==> src/rtl/demux1a2_stripe_l2_if.sv <==
// Byte-stream in / striped lane pair out bundle for demux1a2_stripe_l2.
// master: the byte source and lane consumer. slave: the striping stage.
interface demux1a2_stripe_l2_if #(
   parameter int DATA_W = 8
);
   logic [DATA_W-1:0] data_in;
   logic              valid_in;
   logic [DATA_W-1:0] data_out0;
   logic [DATA_W-1:0] data_out1;
   logic              valid_out0;
   logic              valid_out1;
   logic              phase_2f;

   modport master (
      output data_in, valid_in,
      input  data_out0, data_out1, valid_out0, valid_out1, phase_2f
   );

   modport slave (
      input  data_in, valid_in,
      output data_out0, data_out1, valid_out0, valid_out1, phase_2f
   );
endinterface

==> src/rtl/demux1a2_stripe_l2.sv <==
// Byte striper ahead of the L1 2-to-4 demux. Even bytes go to lane 0, odd bytes
// to lane 1; each lane pair is published on a half-rate window so both lanes stay
// stable for two clk_4f cycles and can be sampled by the clk_2f stage.
// Optional feature macro: PARTIAL_FLUSH_EN (flushes a stranded lane-0 byte after
// FLUSH_TIMEOUT idle cycles, lane 1 marked invalid).
//
// Assembly state:
//   state     | meaning
//   ST_LANE0  | next byte is the even (lane 0) byte of a new pair
//   ST_LANE1  | lane 0 byte held in a0, waiting for its odd partner
module demux1a2_stripe_l2 #(
   parameter int DATA_W        = 8,
   parameter int FLUSH_TIMEOUT = 4
) (
   input  logic                 clk_4f,
   input  logic                 reset_L,
   demux1a2_stripe_l2_if.slave  bus
);

   typedef enum logic {
      ST_LANE0 = 1'b0,
      ST_LANE1 = 1'b1
   } sel_e;

   if (FLUSH_TIMEOUT < 1) begin : g_cfg_chk
      $error("FLUSH_TIMEOUT must be at least 1");
   end

   sel_e              sel_q, sel_d;
   logic              phase_q, phase_d;
   logic [DATA_W-1:0] a0_q, a0_d;
   logic              pend_v_q, pend_v_d;
   logic              pend_v1_q, pend_v1_d;
   logic [DATA_W-1:0] pend0_q, pend0_d;
   logic [DATA_W-1:0] pend1_q, pend1_d;
   logic [DATA_W-1:0] data_out0_q, data_out0_d;
   logic [DATA_W-1:0] data_out1_q, data_out1_d;
   logic              valid_out0_q, valid_out0_d;
   logic              valid_out1_q, valid_out1_d;

   logic              flush_hit;
   logic              pair_ev;
   logic              pair_v1;
   logic [DATA_W-1:0] pair0;
   logic [DATA_W-1:0] pair1;

`ifdef PARTIAL_FLUSH_EN
   localparam int CNT_W = $clog2(FLUSH_TIMEOUT + 1);

   logic [CNT_W-1:0] idle_cnt_q, idle_cnt_d;
   logic             stranded;

   // Count idle cycles while a lane-0 byte waits; fire on the last one.
   always_comb begin
      stranded   = (sel_q == ST_LANE1) && !bus.valid_in;
      flush_hit  = stranded && (idle_cnt_q == CNT_W'(FLUSH_TIMEOUT - 1));
      idle_cnt_d = '0;
      if (stranded && !flush_hit) begin
         idle_cnt_d = idle_cnt_q + CNT_W'(1);
      end
   end

   // Idle counter register.
   always_ff @(posedge clk_4f or negedge reset_L) begin
      if (!reset_L) begin
         idle_cnt_q <= '0;
      end else begin
         idle_cnt_q <= idle_cnt_d;
      end
   end
`else
   assign flush_hit = 1'b0;
`endif

   // Assembly, pending hand-off and publish decisions for this cycle.
   always_comb begin
      sel_d        = sel_q;
      phase_d      = ~phase_q;
      a0_d         = a0_q;
      pend_v_d     = pend_v_q;
      pend_v1_d    = pend_v1_q;
      pend0_d      = pend0_q;
      pend1_d      = pend1_q;
      data_out0_d  = data_out0_q;
      data_out1_d  = data_out1_q;
      valid_out0_d = valid_out0_q;
      valid_out1_d = valid_out1_q;
      pair_ev      = 1'b0;
      pair_v1      = 1'b1;
      pair0        = a0_q;
      pair1        = bus.data_in;

      unique case (sel_q)
         ST_LANE0: begin
            if (bus.valid_in) begin
               a0_d  = bus.data_in;
               sel_d = ST_LANE1;
            end
         end
         ST_LANE1: begin
            if (bus.valid_in) begin
               pair_ev = 1'b1;
               sel_d   = ST_LANE0;
            end else if (flush_hit) begin
               pair_ev = 1'b1;
               pair1   = '0;
               pair_v1 = 1'b0;
               sel_d   = ST_LANE0;
            end
         end
         default: sel_d = ST_LANE0;
      endcase

      // A pair can never complete while pending is full: pending is only set
      // in phase 0 and that completion leaves sel at lane 0 for phase 1.
      if (phase_q) begin
         if (pend_v_q) begin
            data_out0_d  = pend0_q;
            data_out1_d  = pend1_q;
            valid_out0_d = 1'b1;
            valid_out1_d = pend_v1_q;
            pend_v_d     = 1'b0;
         end else if (pair_ev) begin
            data_out0_d  = pair0;
            data_out1_d  = pair1;
            valid_out0_d = 1'b1;
            valid_out1_d = pair_v1;
         end else begin
            valid_out0_d = 1'b0;
            valid_out1_d = 1'b0;
         end
      end else if (pair_ev) begin
         pend_v_d  = 1'b1;
         pend_v1_d = pair_v1;
         pend0_d   = pair0;
         pend1_d   = pair1;
      end
   end

   // State, pending and output registers.
   always_ff @(posedge clk_4f or negedge reset_L) begin
      if (!reset_L) begin
         sel_q        <= ST_LANE0;
         phase_q      <= 1'b0;
         a0_q         <= '0;
         pend_v_q     <= 1'b0;
         pend_v1_q    <= 1'b0;
         pend0_q      <= '0;
         pend1_q      <= '0;
         data_out0_q  <= '0;
         data_out1_q  <= '0;
         valid_out0_q <= 1'b0;
         valid_out1_q <= 1'b0;
      end else begin
         sel_q        <= sel_d;
         phase_q      <= phase_d;
         a0_q         <= a0_d;
         pend_v_q     <= pend_v_d;
         pend_v1_q    <= pend_v1_d;
         pend0_q      <= pend0_d;
         pend1_q      <= pend1_d;
         data_out0_q  <= data_out0_d;
         data_out1_q  <= data_out1_d;
         valid_out0_q <= valid_out0_d;
         valid_out1_q <= valid_out1_d;
      end
   end

   assign bus.data_out0  = data_out0_q;
   assign bus.data_out1  = data_out1_q;
   assign bus.valid_out0 = valid_out0_q;
   assign bus.valid_out1 = valid_out1_q;
   assign bus.phase_2f   = phase_q;

endmodule
==> src/flat_wrapper.sv <==
// flat-port wrapper written by rule: the top's interface ports become plain ports
module demux1a2_stripe_l2_flat 
#(
   parameter int DATA_W        = 8,
   parameter int FLUSH_TIMEOUT = 4
)
  (clk_4f, reset_L, bus_data_in, bus_valid_in, bus_data_out0, bus_data_out1, bus_valid_out0, bus_valid_out1, bus_phase_2f);
  demux1a2_stripe_l2_if #(.DATA_W(DATA_W)) bus_i ();
  input  logic clk_4f;
  input  logic reset_L;
  input wire logic [$bits(bus_i.data_in)-1:0] bus_data_in;
  input wire logic [$bits(bus_i.valid_in)-1:0] bus_valid_in;
  output wire logic [$bits(bus_i.data_out0)-1:0] bus_data_out0;
  output wire logic [$bits(bus_i.data_out1)-1:0] bus_data_out1;
  output wire logic [$bits(bus_i.valid_out0)-1:0] bus_valid_out0;
  output wire logic [$bits(bus_i.valid_out1)-1:0] bus_valid_out1;
  output wire logic [$bits(bus_i.phase_2f)-1:0] bus_phase_2f;
  assign bus_i.data_in = bus_data_in;
  assign bus_i.valid_in = bus_valid_in;
  assign bus_data_out0 = bus_i.data_out0;
  assign bus_data_out1 = bus_i.data_out1;
  assign bus_valid_out0 = bus_i.valid_out0;
  assign bus_valid_out1 = bus_i.valid_out1;
  assign bus_phase_2f = bus_i.phase_2f;
  demux1a2_stripe_l2 #(.DATA_W(DATA_W), .FLUSH_TIMEOUT(FLUSH_TIMEOUT)) u_core (.clk_4f(clk_4f), .reset_L(reset_L), .bus(bus_i));
endmodule
==> config.mk <==
export PLATFORM = sky130hd
export DESIGN_NAME = demux1a2_stripe_l2_flat
export DESIGN_NICKNAME = d
export VERILOG_FILES = /design/src/rtl/demux1a2_stripe_l2_if.sv /design/src/rtl/demux1a2_stripe_l2.sv /design/src/flat_wrapper.sv
export SDC_FILE = /design/constraint.sdc
export NUM_CORES = 1
export LEC_CHECK = 0
export ABC_AREA = 1
export CAP_MARGIN = 40
export CELL_PAD_IN_SITES_DETAIL_PLACEMENT = 1
export CELL_PAD_IN_SITES_GLOBAL_PLACEMENT = 1
export CORE_ASPECT_RATIO = 0.7
export CORE_MARGIN = 4
export CORE_UTILIZATION = 40
export CTS_CLUSTER_SIZE = 16
export DETAILED_ROUTE_END_ITERATION = 6
export MAX_ROUTING_LAYER = met4
export PLACE_DENSITY = 0.87
export SETUP_SLACK_MARGIN = 0.02
export SLEW_MARGIN = 10
export SYNTH_ARGS = -nofsm -noshare
export SYNTH_HDL_FRONTEND = slang
export SYNTH_SLANG_ARGS = --single-unit
==> constraint.sdc <==
create_clock -name clk_4f -period 1.7 [get_ports clk_4f]
set_input_delay 0.425 -clock clk_4f [delete_from_list [all_inputs] [get_ports clk_4f]]
set_output_delay 0.425 -clock clk_4f [all_outputs]
set_load 0.05 [all_outputs]
==> results of run 1 <==
==> flip-flops by register name, indices dropped and copies added (netlist names) <==
| name | cells |
|---|---|
| u_core.pend1_q | 8 |
| u_core.a0_q | 8 |
| u_core.bus.valid_out1 | 1 |
| u_core.bus.valid_out0 | 1 |
| u_core.pend_v_q | 1 |
| u_core.bus.data_out1 | 8 |
| u_core.sel_q | 1 |
| u_core.bus.data_out0 | 8 |
| u_core.pend0_q | 8 |
| u_core.bus.phase_2f | 1 |
| u_core.pend_v1_q | 1 |
==> logic make-up (layout without fill, tap and decap cells) <==
| family | count (synthesis) | in the layout | synth area share [%] |
|---|---|---|---|
| compound gates | 17 | 17 | 4.83 |
| flops | 46 | 46 | 57.7 |
| fa+ha+maj | 2 | 2 | 1.25 |
| buf+inv | 23 | 62 | 6.65 |
| simple gates | 147 | 147 | 29.6 |
==> layout make-up <==
class                           instances  area share [%]
Clock buffer                            7            3.41
Inverter                               13            1.93
Multi-Input combinational cell        166            28.1
Clock inverter                          1           0.198
Timing Repair Buffer                   41            17.4
Sequential cell                        46            45.5
Tap cell                               69            3.41
==> metal layers <==
| metal | track usage [%] | share of wire [%] | vias up |
|---|---|---|---|
| met5 | - | 0 | - |
| met4 | 6.11 | 1.4 | 0 |
| met3 | 3.61 | 3.9 | 8 |
| met2 | 30.0 | 48 | 27 |
| met1 | 21.0 | 47 | 793 |
| li1 | - | - | 790 |
==> metrics by stage <==
| stage | hold slack (ns) | cell area [sq um] | TNS [ns] | utilization [%] | total power [mW] |
|---|---|---|---|---|---|
| 2_1_floorplan | 0.129 | 2000 | 0 | - | 3.32 |
| 3_3_place_gp | 0.421 | 2440 | -1.60 | 50.7 | 4.11 |
| 3_5_place_dp | 0.432 | 2440 | -2.62 | 50.7 | 4.22 |
| 4_1_cts | 0.105 | 2530 | 0 | 52.6 | 4.92 |
| 5_1_grt | 0.120 | 2530 | 0 | 52.6 | 5.20 |
| 6_report | 0.0998 | 2530 | 0 | 52.6 | 4.86 |
==> cells in the final DEF (no fill, tap or decap) <==
| cell | n |
|---|---|
| sky130_fd_sc_hd__o21ai_1 | 1 |
| sky130_fd_sc_hd__nand3_1 | 8 |
| sky130_fd_sc_hd__nor2_1 | 1 |
| sky130_fd_sc_hd__clkdlybuf4s50_1 | 9 |
| sky130_fd_sc_hd__nand2_1 | 134 |
| sky130_fd_sc_hd__o21ai_0 | 15 |
| sky130_fd_sc_hd__nand2_2 | 2 |
| sky130_fd_sc_hd__buf_12 | 9 |
| sky130_fd_sc_hd__nor2_4 | 1 |
| sky130_fd_sc_hd__inv_2 | 2 |
| sky130_fd_sc_hd__ha_1 | 2 |
| sky130_fd_sc_hd__o21ai_4 | 1 |
| sky130_fd_sc_hd__buf_2 | 1 |
| sky130_fd_sc_hd__buf_4 | 22 |
| sky130_fd_sc_hd__nor2_8 | 1 |
| sky130_fd_sc_hd__dfrtp_1 | 46 |
| sky130_fd_sc_hd__clkbuf_1 | 1 |
| sky130_fd_sc_hd__clkinv_2 | 1 |
| sky130_fd_sc_hd__clkbuf_8 | 6 |
| sky130_fd_sc_hd__inv_1 | 11 |
==> how the worst max path moves through the flow <==
stage / from / to / slack [ns] / depth (start not counted)
final: bus_valid_in / u_core.pend0_q[1] / 0.21 / 7
after global routing: bus_valid_in / u_core.bus.data_out0[6] / 0.14 / 7
after CTS: bus_valid_in / u_core.pend0_q[1] / 0.21 / 7
after detailed placement: bus_valid_in / u_core.pend0_q[1] / -0.10 / 7
after global placement: bus_valid_in / u_core.bus.data_out1[2] / -0.1 / 7
after floorplan: u_core.bus.phase_2f / u_core.pend0_q[4] / 0.37 / 4
==> power groups by stage <==
stage	Clock, mW	Sequential, mW	Combinational [mW]
2_1_floorplan	0	2.46	0.861
3_3_place_gp	0	1.87	2.24
3_5_place_dp	0	1.90	2.32
4_1_cts	0.708	1.89	2.33
5_1_grt	0.744	1.95	2.50
6_report	0.683	1.89	2.29
==> impl_metrics.env, run 1 <==
export IMPL_yosysWarningCount=0
export IMPL_final_setup_violations=0
export IMPL_grt_pass1_vias=1745
export IMPL_cts_buffers=5
export IMPL_setup_worst_path_end_class="flop"
export IMPL_grt_remaining_overflow=0
export IMPL_first_iter_violations=93
export IMPL_max_slew_margin_pct=67.2
export IMPL_worst_path_max_fanout=8
export IMPL_pwr_share_comb_pct=47.1
export IMPL_post_synth_arst_share_pct=100
export IMPL_crit_slowest_cell="sky130_fd_sc_hd__clkdlybuf4s50_1"
export IMPL_status="complete, no violations"
export IMPL_power_share_sequential_pct=38.8
export IMPL_power_switching_share_pct=43.7
export IMPL_clock_root_buffer="sky130_fd_sc_hd__clkbuf_8"
export IMPL_worst_r2r_setup_slack_ns=0.29
export IMPL_detail_route_antenna_nets=0
export IMPL_finish_net_count=286
export IMPL_r2r_cells=5
export IMPL_synth_ff_type="sky130_fd_sc_hd__dfrtp_1"
export IMPL_largest_net_degree_at_the_start_of_global_routing=47
export IMPL_multi_input_area_sq_um=712
export IMPL_finalWeightedCongestion=0.771
export IMPL_dpl_hpwl_um=3490
export IMPL_drc=0
export IMPL_fin_ws_ns=0.210
export IMPL_power_clock_fraction_pct=14.1
export IMPL_synth_distinct_cells=17
export IMPL_crit_arrival_ns=1.66
export IMPL_synth_ff_latch_count=46
export IMPL_grt_usage_pct=17.6
export IMPL_avgSynthCellArea_sq_um=8.49
export IMPL_fillers=583
export IMPL_antenna_cells_inserted=0
export IMPL_global_route_wire_length_before_repair_um=8090
export IMPL_area_growth_pct=26.8
export IMPL_worstReg2RegStart="u_core.bus.phase_2f"
export IMPL_clock_tree_htree_level_count=2
export IMPL_cts_root_to_sink_buffers=2
export IMPL_rsz0062_at_grt="false"
export IMPL_max_slew_worst_pin_slew_ns=0.492
export IMPL_fp_dieArea_sq_mm=0.00620
export IMPL_crit_path_max_incr_delay_ns=0.48
export IMPL_num_io_pins=30
export IMPL_sequential_element_share_of_the_synthesized_area_pct=57.7
export IMPL_synth_edf_count=0
export IMPL_layout_min_cycle_time_ns=1.49
export IMPL_power_switching_mw=2.12
export IMPL_post_synth_top_count_cell="sky130_fd_sc_hd__nand2_1"
export IMPL_crit_chain="clkdlybuf4s50_1 -> ha_1 -> buf_12 -> nand2_2 -> buf_4 -> nand2_1 -> o21ai_0"
export IMPL_power_density_mw_per_mm2=1920
export IMPL_finalNonFillerCells=343
export IMPL_drt_pass1_iterations=4
export IMPL_hp_class="primary input to async pin"
export IMPL_route_detailed_wl_per_inst_um=13.7
export IMPL_maxClockFrequency_mhz=671
export IMPL_starting_density_pct=41.5
export IMPL_timing_hold_violations_final=0
export IMPL_post_synth_top_area_fraction_pct=57.7
export IMPL_finalCritPeriodShare_pct=87.6
export IMPL_dp_worst_setup_slack_ns=-0.105
export IMPL_dpl_cell_count=335
export IMPL_static_leakage_power_nw=1.35
export IMPL_cts_resized_gates=0
export IMPL_tritoncts="built"
export IMPL_postSynthCellCount=235
export IMPL_synth_largest_area_cell="sky130_fd_sc_hd__dfrtp_1"
export IMPL_finalMaxSlewViolations=0
export IMPL_timing_critical_path_required_ns=1.87
export IMPL_die_boundary_width_um=92.4
export IMPL_finClkSkew_ns=0.00575
export IMPL_placeable_core_area_sq_mm=0.00481
export IMPL_die_height_um=67.1
export IMPL_cpLargestDelayFamily="buffers and inverters"
export IMPL_worst_r2r_endpoint="u_core.pend0_q[1]"
export IMPL_clock_latency_on_the_worst_skew_pair_ns=0.30
export IMPL_core_rowCount=21
export IMPL_mappedNetlistArea_sq_mm=0.00200
export IMPL_critPathLaunchType="primary input"
export IMPL_most_area_consuming_cells_after_synthesis="sky130_fd_sc_hd__dfrtp_1 58%, sky130_fd_sc_hd__nand2_1 25%, sky130_fd_sc_hd__o21ai_0 3.8%"
export IMPL_synthTopCellsByCount="134 x sky130_fd_sc_hd__nand2_1, 46 x sky130_fd_sc_hd__dfrtp_1, 15 x sky130_fd_sc_hd__o21ai_0"
export IMPL_buffers_plus_inverters_on_the_worst_setup_path=3
export IMPL_vias_per_cell=4.72
export IMPL_cts_sinks=46
export IMPL_max_cap_violations=0
export IMPL_drive_gt1_share_pct=16.8
export IMPL_post_cts_setup_bufs=0
export IMPL_ir_worst_vdd_v=0.000804
export IMPL_area_sequential_sq_mm=0.00115
export IMPL_routed_via_count=1618
export IMPL_clkTransAtPathRegs_ns=0.08
export IMPL_grt_antenna_before_repair=0
export IMPL_intPower_mw=2.74
export IMPL_placement_io_buffers=29
export IMPL_post_synthesis_net_count=248
export IMPL_wirelength_um=4710
export IMPL_timing_setup_critical_path_class="primary input to flop"
export IMPL_cts_hold_fix_buffers=0
No activity file was read; power rests on OpenSTA's default activity.
==> run 2, diff against run 1 <==
--- a/config.mk
+++ b/config.mk
@@ -7,16 +7,15 @@
 export LEC_CHECK = 0
 export ABC_AREA = 1
 export CAP_MARGIN = 40
-export CELL_PAD_IN_SITES_DETAIL_PLACEMENT = 1
-export CELL_PAD_IN_SITES_GLOBAL_PLACEMENT = 1
 export CORE_ASPECT_RATIO = 0.7
 export CORE_MARGIN = 4
-export CORE_UTILIZATION = 40
+export CORE_UTILIZATION = 42
 export CTS_CLUSTER_SIZE = 16
 export DETAILED_ROUTE_END_ITERATION = 6
 export MAX_ROUTING_LAYER = met4
-export PLACE_DENSITY = 0.87
+export PLACE_DENSITY = 0.73
 export SETUP_SLACK_MARGIN = 0.02
+export SKIP_CTS_REPAIR_TIMING = 1
 export SLEW_MARGIN = 10
 export SYNTH_ARGS = -nofsm -noshare
 export SYNTH_HDL_FRONTEND = slang
==> run 2 against run 1 <==
  * First-iteration DRC count rose by 9.7%
  * Global-route usage shrank 1.5 points
  * Clock skew is 0.0023 ns lower
  * Via count down 5.7%
  * Register-to-register slack gained 0.08 ns
  * Sequential share of layout area increased by 1.4 points
  * Combinational power shrank 4%
  * Wire length down 13%
  * Fmax decreased by 2.0%
  * Critical endpoint is now u_core.pend0_q[0]
  * Highest routed layer unchanged
  * Sequential power is essentially flat
  * Hold slack got worse by 0.017 ns
==> impl_metrics.env, run 2 (synthesis results as in run 1) <==
export IMPL_final_setup_violations=0
export IMPL_finalCritPeriodShare_pct=89.4
export IMPL_grt_pass1_vias=1461
export IMPL_largest_net_degree_at_the_start_of_global_routing=47
export IMPL_num_io_pins=30
export IMPL_dpl_hpwl_um=2810
export IMPL_drive_gt1_share_pct=14.9
export IMPL_timing_setup_critical_path_class="primary input to flop"
export IMPL_starting_density_pct=44.8
export IMPL_tritoncts="built"
export IMPL_hp_class="primary input to async pin"
export IMPL_finalNonFillerCells=324
export IMPL_grt_antenna_before_repair=0
export IMPL_static_leakage_power_nw=1.31
export IMPL_area_growth_pct=23.0
export IMPL_routed_via_count=1525
export IMPL_cpLargestDelayFamily="buffers and inverters"
export IMPL_antenna_cells_inserted=0
export IMPL_finalWeightedCongestion=0.777
export IMPL_drc=0
export IMPL_die_height_um=65.7
export IMPL_clkTransAtPathRegs_ns=0.08
export IMPL_route_detailed_wl_per_inst_um=12.7
export IMPL_layout_cells_most_common="sky130_fd_sc_hd__nand2_1"
export IMPL_fillers=435
export IMPL_final_setup_tns_ns=0
export IMPL_final_design_area_no_fill_sq_mm=0.00245
export IMPL_wirelength_um=4110
export IMPL_grt_remaining_overflow=0
export IMPL_first_iter_violations=102
export IMPL_die_boundary_width_um=90.4
export IMPL_max_slew_margin_pct=67.8
export IMPL_crit_arrival_ns=1.70
export IMPL_clock_root_buffer="sky130_fd_sc_hd__clkbuf_8"
export IMPL_crit_chain="clkdlybuf4s50_1 -> ha_1 -> nand2_2 -> buf_4 -> nand2_1 -> o21ai_0"
export IMPL_cts_root_to_sink_buffers=2
export IMPL_max_cap_violations=0
export IMPL_setup_worst_path_end_class="flop"
export IMPL_finalMaxSlewViolations=0
export IMPL_grt_usage_pct=16.1
export IMPL_power_density_mw_per_mm2=1910
export IMPL_finClkSkew_ns=0.00343
export IMPL_placement_cell_area_sq_mm=0.00238
export IMPL_timing_hold_violations_final=0
export IMPL_clock_latency_on_the_worst_skew_pair_ns=0.30
export IMPL_dpl_cell_count=317
export IMPL_global_route_wire_length_before_repair_um=7260
export IMPL_rsz0062_at_grt="false"
export IMPL_critPathLaunchType="primary input"
export IMPL_placement_io_buffers=29
export IMPL_placeable_core_area_sq_mm=0.00445
export IMPL_layout_common_cells="134 x sky130_fd_sc_hd__nand2_1, 46 x sky130_fd_sc_hd__dfrtp_1, 19 x sky130_fd_sc_hd__buf_4"
export IMPL_drt_pass1_iterations=4
export IMPL_cts_buffers=5
export IMPL_vias_per_cell=4.71
export IMPL_fp_dieArea_sq_mm=0.00594
export IMPL_max_slew_worst_pin_slew_ns=0.483
export IMPL_core_util_final_pct=55.1
export IMPL_buffers_plus_inverters_on_the_worst_setup_path=2
export IMPL_worst_path_max_fanout=13
export IMPL_clock_tree_htree_level_count=2
export IMPL_finish_net_count=282
export IMPL_ir_worst_vdd_v=0.000821
export IMPL_layout_min_cycle_time_ns=1.52
export IMPL_crit_path_max_incr_delay_ns=0.49
export IMPL_detail_route_antenna_nets=0
export IMPL_core_rowCount=20
export IMPL_maxClockFrequency_mhz=658
export IMPL_status="complete, no violations"
export IMPL_timing_critical_path_required_ns=1.88
export IMPL_crit_slowest_cell="sky130_fd_sc_hd__clkdlybuf4s50_1"
export IMPL_cts_sinks=46
[run 2: cell types whose count changed in the layout (fill, tap and decap cells not counted)]
| cell | change |
|---|---|
| sky130_fd_sc_hd__buf_4 | -3 |
| sky130_fd_sc_hd__clkbuf_8 | -1 |
| sky130_fd_sc_hd__buf_12 | -1 |
| sky130_fd_sc_hd__clkinv_2 | -1 |
| sky130_fd_sc_hd__clkbuf_1 | +1 |
[run 2: layout make-up]
| class | instances | area, sq um | share of cell area, % |
|---|---|---|---|
| Timing Repair Buffer | 37 | 398 | 16.2 |
| Sequential cell | 46 | 1150 | 46.9 |
| Tap cell | 55 | 68.8 | 2.80 |
| Inverter | 13 | 48.8 | 1.99 |
| Clock buffer | 7 | 76.3 | 3.11 |
| Multi-Input combinational cell | 166 | 712 | 29.0 |
[run 2: report_power, final]
group	internal (mW)	switching (mW)
sequential	1.57	0.297
clock	0.284	0.349
combinational	0.793	1.40
[run 2: through the flow]
stage / power (mW) / hold slack [ns] / worst slack, ns
3_3_place_gp: 4.06 / 0.426 / -0.0859
4_1_cts: 4.75 / 0.0909 / 0.176
5_1_grt: 5.04 / 0.109 / 0.0749
2_1_floorplan: 3.32 / 0.129 / 0.367
3_5_place_dp: 4.11 / 0.425 / -0.146
6_report: 4.69 / 0.0827 / 0.180
[run 2: worst paths after layout]
path | from | endpoint | slack, ns | cells after the start
worst max-delay path | bus_valid_in | u_core.pend0_q[0] | 0.18 | 6
worst min-delay path | reset_L | u_core.bus.data_out0[3] | 0.08 | 2
worst max register to register | u_core.bus.phase_2f | u_core.pend0_q[0] | 0.37 | 5
worst min register to register | u_core.pend_v1_q | u_core.pend_v1_q | 0.46 | 2
max in group asynchronous | reset_L | u_core.bus.data_out1[3] | 1.40 | 2
min in group clk_4f | u_core.pend_v1_q | u_core.pend_v1_q | 0.46 | 2
[run 2: worst register-to-register path, cell delays in order, from the launching register on]
cell                      delay, ns
sky130_fd_sc_hd__dfrtp_1       0.49
sky130_fd_sc_hd__inv_2         0.30
sky130_fd_sc_hd__nand2_2       0.09
sky130_fd_sc_hd__buf_4         0.19
sky130_fd_sc_hd__nand2_1       0.06
sky130_fd_sc_hd__o21ai_0       0.08
[run 2: per-layer routing]
layer / wire, um / share of wire [%] / vias to the layer above / GRT usage [%]
met1: 2160 / 53 / 715 / 23.0
met5: 0 / 0 / - / -
met4: 55 / 1.3 / 0 / 4.58
met2: 1760 / 43 / 25 / 22.0
met3: 136 / 3.3 / 5 / 4.92
li1: - / - / 780 / -
